`src/rtl/transmit_arbiter.sv`:
```
// transmit_arbiter: round-robin arbiter that hands one requester's payload at a
// time to a serial transmitter, with a watchdog on the transmitter's busy flag.
//
// Handshake: each requester holds its req bit high (with stable req_data) until
// it sees a one-cycle req_ack pulse on its bit; the payload is latched at the
// edge that enters LATCH, so dropping req before that edge means it is skipped.
// Toward the transmitter, tx_start is a one-cycle pulse with tx_data stable; the
// transmitter answers by raising tx_busy and lowering it when the frame is done.
module transmit_arbiter #(
  parameter int DATA_W        = 64,
  parameter int START_TIMEOUT = 16
) (
  input  logic              clk,
  input  logic              rst,
  input  logic [3:0]        req,
  input  logic [DATA_W-1:0] req_data0,
  input  logic [DATA_W-1:0] req_data1,
  input  logic [DATA_W-1:0] req_data2,
  input  logic [DATA_W-1:0] req_data3,
  output logic [3:0]        req_ack,
  output logic [DATA_W-1:0] tx_data,
  output logic              tx_start,
  input  logic              tx_busy,
  output logic [1:0]        grant_id,
  output logic              active,
  output logic              err_timeout,
  output logic [2:0]        dbg_state
);

  typedef enum logic [2:0] {
    S_IDLE      = 3'd0,
    S_LATCH     = 3'd1,
    S_START     = 3'd2,
    S_WAIT_BUSY = 3'd3,
    S_WAIT_DONE = 3'd4
  } state_t;

  state_t            r_state;
  state_t            w_next;
  logic [1:0]        r_last_grant;
  logic [1:0]        r_grant_id;
  logic [DATA_W-1:0] r_tx_data;
  logic [7:0]        r_cnt;
  logic              r_err;

  logic [1:0]        w_base;
  logic [3:0]        w_rot;
  logic [1:0]        w_offset;
  logic [1:0]        w_winner;
  logic [DATA_W-1:0] w_sel_data;
  logic              w_timeout_hit;

  // Search starts one past the last winner and wraps around.
  assign w_base        = r_last_grant + 2'd1;
  assign w_winner      = w_base + w_offset;
  assign w_timeout_hit = (r_cnt == 8'(START_TIMEOUT - 1));

  // Rotate the request vector so bit 0 is the first candidate in search order.
  always_comb begin
    w_rot = req;
    case (w_base)
      2'd0: w_rot = req;
      2'd1: w_rot = {req[0],   req[3:1]};
      2'd2: w_rot = {req[1:0], req[3:2]};
      2'd3: w_rot = {req[2:0], req[3]};
      default: w_rot = req;
    endcase
  end

  // Lowest set bit of the rotated vector is the distance from the search start.
  always_comb begin
    w_offset = 2'd3;
    if (w_rot[0])      w_offset = 2'd0;
    else if (w_rot[1]) w_offset = 2'd1;
    else if (w_rot[2]) w_offset = 2'd2;
  end

  // Payload mux for the winning requester.
  always_comb begin
    w_sel_data = req_data0;
    case (w_winner)
      2'd0: w_sel_data = req_data0;
      2'd1: w_sel_data = req_data1;
      2'd2: w_sel_data = req_data2;
      2'd3: w_sel_data = req_data3;
      default: w_sel_data = req_data0;
    endcase
  end

  // Next-state logic and state-decoded pulses (ack only in LATCH, start only in START).
  always_comb begin
    w_next   = r_state;
    req_ack  = 4'b0000;
    tx_start = 1'b0;
    case (r_state)
      S_IDLE: begin
        if ((req != 4'b0000) && !tx_busy) w_next = S_LATCH;
      end
      S_LATCH: begin
        req_ack = 4'b0001 << r_grant_id;
        w_next  = S_START;
      end
      S_START: begin
        tx_start = 1'b1;
        w_next   = S_WAIT_BUSY;
      end
      S_WAIT_BUSY: begin
        if (tx_busy)            w_next = S_WAIT_DONE;
        else if (w_timeout_hit) w_next = S_IDLE;
      end
      S_WAIT_DONE: begin
        if (!tx_busy) w_next = S_IDLE;
      end
      default: w_next = S_IDLE;
    endcase
  end

  // State register, grant capture, busy watchdog counter and timeout pulse.
  always_ff @(posedge clk) begin
    if (!rst) begin
      r_state      <= S_IDLE;
      r_last_grant <= 2'd3;
      r_grant_id   <= 2'd0;
      r_tx_data    <= '0;
      r_cnt        <= 8'd0;
      r_err        <= 1'b0;
    end else begin
      r_state <= w_next;
      r_err   <= 1'b0;
      // The grant decision and payload capture happen together, so a request
      // withdrawn before this edge can never be latched.
      if ((r_state == S_IDLE) && (w_next == S_LATCH)) begin
        r_tx_data    <= w_sel_data;
        r_grant_id   <= w_winner;
        r_last_grant <= w_winner;
      end
      if (r_state == S_START) begin
        r_cnt <= 8'd0;
      end else if ((r_state == S_WAIT_BUSY) && !tx_busy) begin
        if (w_timeout_hit) r_err <= 1'b1;  // word is dropped, not retried
        else               r_cnt <= r_cnt + 8'd1;
      end
    end
  end

  assign tx_data     = r_tx_data;
  assign grant_id    = r_grant_id;
  assign active      = (r_state != S_IDLE);
  assign err_timeout = r_err;
  assign dbg_state   = r_state;

endmodule

```
`config.mk`:
```
export PLATFORM = sky130hd
export DESIGN_NAME = transmit_arbiter
export DESIGN_NICKNAME = d
export VERILOG_FILES = /design/src/rtl/transmit_arbiter.sv
export SDC_FILE = /design/constraint.sdc
export NUM_CORES = 1
export LEC_CHECK = 0
export ABC_AREA = 1
export BUFFER_PORTS_ARGS = -buffer_cell sky130_fd_sc_hd__buf_2
export CAP_MARGIN = 20
export CORE_AREA = 4 4 130 132
export CTS_CLUSTER_DIAMETER = 40
export DETAILED_ROUTE_END_ITERATION = 7
export DIE_AREA = 0 0 134 136
export PLACE_DENSITY = 0.66
export SYNTH_ARGS = -nofsm -noshare
export SYNTH_HDL_FRONTEND = slang
export SYNTH_SLANG_ARGS = --single-unit
```
`constraint.sdc`:
```
create_clock -name clk -period 3.2 [get_ports clk]
set_clock_uncertainty 0.1 [all_clocks]
set_input_delay 0.64 -clock clk [delete_from_list [all_inputs] [get_ports clk]]
set_output_delay 0.64 -clock clk [all_outputs]
set_load 0.02 [all_outputs]
```
Word level (Yosys, flattened, before mapping)

Cells that the tools add are included.

Mux-type cells: 13
Equal/unequal tests: 12
$add $sub $neg: 3
Reductions and logical operators: 12
Shift operators: 1
Bitwise operators: 3

Operator list:

| operator                                        | count |
|---|---|
| one-hot mux 64 bit (4 select lines)             | 1 |
| one-hot mux 3 bit (5 select lines)              | 1 |
| 2-to-1 mux 3 bit                                | 4 |
| one-hot mux 3 bit (4 select lines)              | 1 |
| adder 8 x 1 -> 8 bit, second input constant     | 1 |
| == test 2 bit, second input constant            | 4 |
| == test 8 x 4 -> 1 bit, second input constant   | 1 |
| == test 3 x 1 -> 1 bit, second input constant   | 2 |
| == test 3 x 2 -> 1 bit, second input constant   | 2 |
| == test 2 x 1 -> 1 bit, second input constant   | 2 |
| logical NOT 2 bit                               | 2 |
| 2-to-1 mux 2 bit                                | 2 |
| 2-to-1 mux 4 bit                                | 1 |
| nonzero test 4 bit                              | 1 |
| << shifter 1 x 2 -> 4 bit, first input constant | 1 |
| == test 3 bit, second input constant            | 1 |
| logical AND 1 bit                               | 3 |
| logical NOT 3 bit                               | 1 |
| 2-to-1 mux 1 bit                                | 3 |
| inverter 1 bit                                  | 3 |
| nonzero test 3 bit                              | 1 |
| OR reduction 3 bit                              | 1 |
| adder 2 x 1 -> 2 bit, second input constant     | 1 |
| adder 2 bit                                     | 1 |
| 3 further kinds                                 | 3 |

Input bits: 263
Flip-flop bits (word level): 80
Output and inout bits: 76
Logic and storage cells: 50

Longest topological paths before layout

Depth in word-level cells: 9
Depth in mapped cells: 17
Gate-level depth less buffers: 16

Worst setup path after synthesis

Ideal clock, no wire load.

Kind: register to register
Start: register r_last_grant[0]
End: register r_tx_data[1] (netlist: tx_data[1])
Path slack: 597 ps
Data arrival time: 2432 ps
Clock period less this slack: 2603 ps
Library setup time: 70 ps
Cell stages (with the launch flop): 16
Buffers on the path: 3
Required time: 3030 ps
Cells stage by stage: dfxtp_1 > inv_1 > ha_1 > nand2_1 > nand2_1 > o21ai_2 > a21boi_0 > ha_1 > clkbuf_1 > inv_2 > buf_2 > clkbuf_1 > o211ai_1 > nand3_1 > nand2_1 > a21oi_1

Cells in the longest elaborated chain, start to end: 9
Elaborated cells on any way between the ends: 15
Classes of those cells: 2 x add/sub; 6 x eq/ne; 5 x mux; 2 x reduce/logical

Ends and longest elaborated chain:

| what                                  | line | RTL |
|---|---|---|
| start: declaration                    | 40   | `logic [1:0] r_last_grant;` |
| start signal: assignment              | 135  | `r_last_grant <= w_winner;` |
| adder 2 x 1 -> 2 bit *                | 54   | `assign w_base = r_last_grant + 2'd1;` |
| == test 2 bit (tied with other cells) | 61   | `case (w_base)` |
| one-hot mux 3 bit (4 select lines)    | 61   |  |
| 2-to-1 mux 1 bit                      | 75   | `else if (w_rot[2]) w_offset = 2'd2;` |
| 2-to-1 mux 2 bit                      | 74   | `else if (w_rot[1]) w_offset = 2'd1;` |
| 2-to-1 mux 2 bit                      | 73   | `if (w_rot[0]) w_offset = 2'd0;` |
| adder 2 bit *                         | 55   | `assign w_winner = w_base + w_offset;` |
| via w_winner[0]                       | 49   | `logic [1:0] w_winner;` |
| == test 2 bit (tied with other cells) | 81   | `case (w_winner)` |
| one-hot mux 64 bit (4 select lines) * | 81   |  |
| end signal: assignment                | 133  | `r_tx_data <= w_sel_data;` |
| end: declaration                      | 42   | `logic [DATA_W-1:0] r_tx_data;` |

The timed path passes the listed nets; every way through them passes the cells marked *.
A chain may end at the register's enable or synchronous reset.

Worst setup path in the final report

Start: register r_last_grant[0]
End: register r_tx_data[35] (netlist: tx_data[35])

Cells in the longest elaborated chain, start to end: 9
Elaborated cells on any way between the ends: 15
Classes of those cells: 2 x add/sub; 6 x eq/ne; 5 x mux; 2 x reduce/logical

Ends and longest elaborated chain:

| what                                  | line |
|---|---|
| adder 2 x 1 -> 2 bit *                | 54 |
| == test 2 bit (tied with other cells) | 61 |
| one-hot mux 3 bit (4 select lines)    | 61 |
| 2-to-1 mux 1 bit                      | 75 |
| 2-to-1 mux 2 bit                      | 74 |
| 2-to-1 mux 2 bit                      | 73 |
| adder 2 bit *                         | 55 |
| == test 2 bit (tied with other cells) | 81 |
| one-hot mux 64 bit (4 select lines) * | 81 |

Every way passes the cells marked *; elsewhere a longest branch is shown, timed or not.

==> key figures <==
Route
  – Drt total wl: 20.5 mm
  – Initial DRC Count: 401
  – First-pass DRT Iterations: 5
  – Vias per cell: 4.92
  – DRT antenna net count: 0
  – Drc violations: 0
  – Vias: 6,715
  – DR WL/cell: 15.0 um

Critical path
  – Reg2reg path depth: 15
  – Worst R2R Setup Slack: 0.22 ns
  – RR Startpoint: r_last_grant[0]
  – CP max stage delay: 0.36 ns
  – Critical path cell sequence: inv_1 > ha_1 > nand2_1 > nand2_1 > o21ai_2 > a21boi_0 > ha_1 > xnor2_2 > inv_1 > nand2_4 > nand3_2 > buf_6 > or2_2 > nand2_1 > a21oi_2
  – Worst Setup Path Type: reg -> reg
  – Max Fanout on Critical Path: 40
  – Worst EP arrival: 3.11 ns
  – Worst r2r dst: tx_data[35]
  – Startpoint types: flop
  – Critical Path Slowest Stage Cell: dfxtp_1
  – Worst Setup End Kind: flop
  – CP dominant cell by count: nand2_1
  – WP data required: 3.33 ns

Synthesis
  – Syn Std Cell Area: 0.00526 mm^2
  – Library cells used by synthesis: 28
  – Mux share of post-synthesis cell area: 0
  – Synth top area cells: dfxtp_1 30%, nand2_1 18%, nand3_1 11%
  – Top post-synthesis cells by count: 246 x nand2_1, 112 x nand3_1, 82 x nor2_1
  – #FFs+latches synth: 80
  – Synth Area per Inst: 6.22 um^2
  – Syn Nets: 1,114
  – Post-synthesis compound-gate area fraction: 0.207
  – Post-synthesis adder-cell area fraction: 0.0143
  – EDFF count, synth: 0
  – Most used DFF post-synth: dfxtp_1
  – Synth Area in Simple Gates: 0.397
  – Largest family of logic cells by synthesized area: simple AND/OR/NAND/NOR gates
  – Area share of the largest cell type after synthesis: 0.305
  – Synth area leader: dfxtp_1
  – Most frequent cell after synthesis: nand2_1
  – YS warnings: 0
  – Sequential element share of the synthesized area: 0.305
  – Synth Area in XOR/XNOR: 0.00167
  – Ys async rst share: 0
  – Gate Count Post-Synth: 845

STA
  – Fin crit share: 0.932
  – Fin. Hold Viols: 0
  – Final worst slack: 0.218 ns
  – Final slew viol count: 0
  – Fmax: 335 MHz
  – Min Tclk post-route: 2.98 ns
  – Setup violations, final: 0
  – Slew @ Worst Pin: 0.591 ns
  – Final hold slack: 0.360 ns
  – Max-slew headroom: 0.606

Floorplanning
  – FP Rows: 46
  – Initial Util: 0.335
  – Total core area: 0.0157 mm^2
  – Boundary Pins: 339
  – Die Y-Extent: 136 um
  – Die Area: 0.0182 mm^2
  – Die Wd: 134 um

Placement
  – RePlAce Congestion: 0.922
  – Placed Area: 0.00710 mm^2
  – Dpl ws: 0.102 ns
  – Final HPWL DP: 15.5 mm
  – Port bufs: 338

Power and ir drop
  – Part of the power in registers: 0.197
  – Pwr per Cell Area: 917 mW/mm^2
  – Combinational share of power: 0.643
  – Leakage: 3.68 nW
  – P_int: 0.00343 W
  – Sw Ratio: 0.499
  – Maximum resistive drop on vdd: 537 uV
  – Clock power frac: 0.160
  – NetSw: 0.00342 W

Run
  – Max Cap Viol: 0

Outcome
  – Status: complete, no violations

Min path
  – Hold Crit Start: tx_data[55]
  – Hold depth: 2
  – Min-Delay Endpoint: tx_data[55]
  – Hold crit path type: reg -> reg

Clock tree
  – TritonCTS clock tree: built
  – H-tree Lvls: 3
  – Clk Tree Root Cell: clkbuf_16
  – Clk sinks: 80
  – Clock Pin Slew Worst Setup and Hold Paths: 0.06 ns
  – CTS buffer count: 9
  – Cts-stage hold buffer count: 0
  – Clock Path Buffers: 2
  – Worst-Skew Late Latency: 0.34 ns

Cells and area
  – Share of layout cells above drive strength 1: 0.376
  – Final design area excluding fillers: 0.00747 mm^2
  – Nets@finish: 1,413
  – Synth-to-layout area growth: 42.2%

GRT
  – Global-route wire length before repair: 31.0 mm
  – GRT overflow: 0
  – Initial antenna violation count: 0
  – Vias in the first global route: 6,127
  – GRT Overall Usage: 0.211
  – Largest net degree at the start of global routing: 76
power groups by stage:
| stage | logic, W | registers [W] | clock network [W] |
|---|---|---|---|
| floorplan | 0.00287 | 0.00165 | 0 |
| global placement | 0.00429 | 0.00136 | 0 |
| detailed placement | 0.00432 | 0.00137 | 0 |
| CTS | 0.00433 | 0.00135 | 0.00113 |
| global route | 0.00492 | 0.00139 | 0.00118 |
| finish | 0.00441 | 0.00135 | 0.00110 |
worst max-delay path: cells and delay by family (launching register included):
family	cells	cell delay [ns]
AND/OR/NAND/NOR	6	0.84
flip-flops	1	0.36
adder cells (fa/ha/maj)	2	0.47
buffers and inverters	3	0.42
XOR/XNOR	1	0.16
AO/OA/AOI/OAI	3	0.51
worst max-delay path by stage:
stage / start / endpoint / slack [ns] / depth (start not counted)
after floorplan: r_last_grant[0] / tx_data[1] / 0.60 / 15
after global placement: req[1] / tx_data[61] / 0.20 / 13
after detailed placement: req[1] / tx_data[26] / 0.10 / 13
after CTS: r_last_grant[0] / tx_data[61] / 0.14 / 14
after global routing: r_last_grant[0] / tx_data[10] / -0.04 / 15
final: r_last_grant[0] / tx_data[35] / 0.22 / 15
final cells by class:
type | count | area (um^2)
inverters | 25 | 95.1
flip-flops and latches | 80 | 1600
repair buffers | 353 | 1870
multi-input cells | 675 | 3310
diodes | 1 | 2.50
well taps | 216 | 270
clock inverters | 6 | 76.3
clock buffers | 10 | 239
fillers | 1719 | 8240
routing by layer:
layer,vias to the layer above,share of wire,GRT usage
met2,245,0.49,0.355
met5,-,0,0
li1,3418,-,-
met1,3004,0.40,0.253
met3,48,0.069,0.0529
met4,0,0.038,0.102
state kept, by name, indices dropped and copies added, names as in the netlist:
| signal | cells |
|---|---|
| r_cnt | 8 |
| r_last_grant | 2 |
| tx_data | 64 |
| dbg_state | 3 |
| grant_id | 2 |
| err_timeout | 1 |
cell usage in the layout (no fill, tap or decap), types with 3 or more instances in the layout:
| cell type | Yosys | final |
|---|---|---|
| nor2_1 | 82 | 82 |
| ha_1 | 6 | 6 |
| nand3_1 | 112 | 111 |
| clkinv_4 | 0 | 3 |
| buf_4 | 5 | 8 |
| dfxtp_1 | 80 | 80 |
| nor3_1 | 8 | 8 |
| nand4_1 | 6 | 6 |
| clkbuf_16 | 0 | 9 |
| o21ai_0 | 61 | 61 |
| a31oi_1 | 3 | 3 |
| or2_2 | 30 | 30 |
| nand2_1 | 246 | 245 |
| buf_12 | 0 | 5 |
| buf_2 | 12 | 338 |
| inv_1 | 23 | 22 |
| a21oi_1 | 55 | 55 |
| o211ai_1 | 35 | 35 |
| a21oi_2 | 20 | 20 |
cells by family (layout without fill, tap and decap cells):
kind of cell	Yosys count	after routing
AOI/OAI and AO/OA	179	180
xor gates and xnor gates	1	1
adders and majority gates	6	6
buffers and inverters	91	394
DFF	80	80
other	0	1
and+or+nand+nor	488	488
what timing repair did:
item                                    4_1_cts  5_1_grt
gates resized for setup                       0        8
endpoints found under the setup margin        0       59
buffers inserted                              0        0
stage by stage:
stage | utilization | setup TNS (ns) | instances | power, W
finish | 0.476 | 0 | 1366 | 0.00686
global route | 0.475 | -0.410 | 1365 | 0.00749
CTS | 0.472 | 0 | 1364 | 0.00681
detailed placement | 0.452 | 0 | 1348 | 0.00569
global placement | 0.452 | 0 | 1348 | 0.00566
floorplan | - | 0 | 845 | 0.00452
Power figures use the tool's default switching activity.
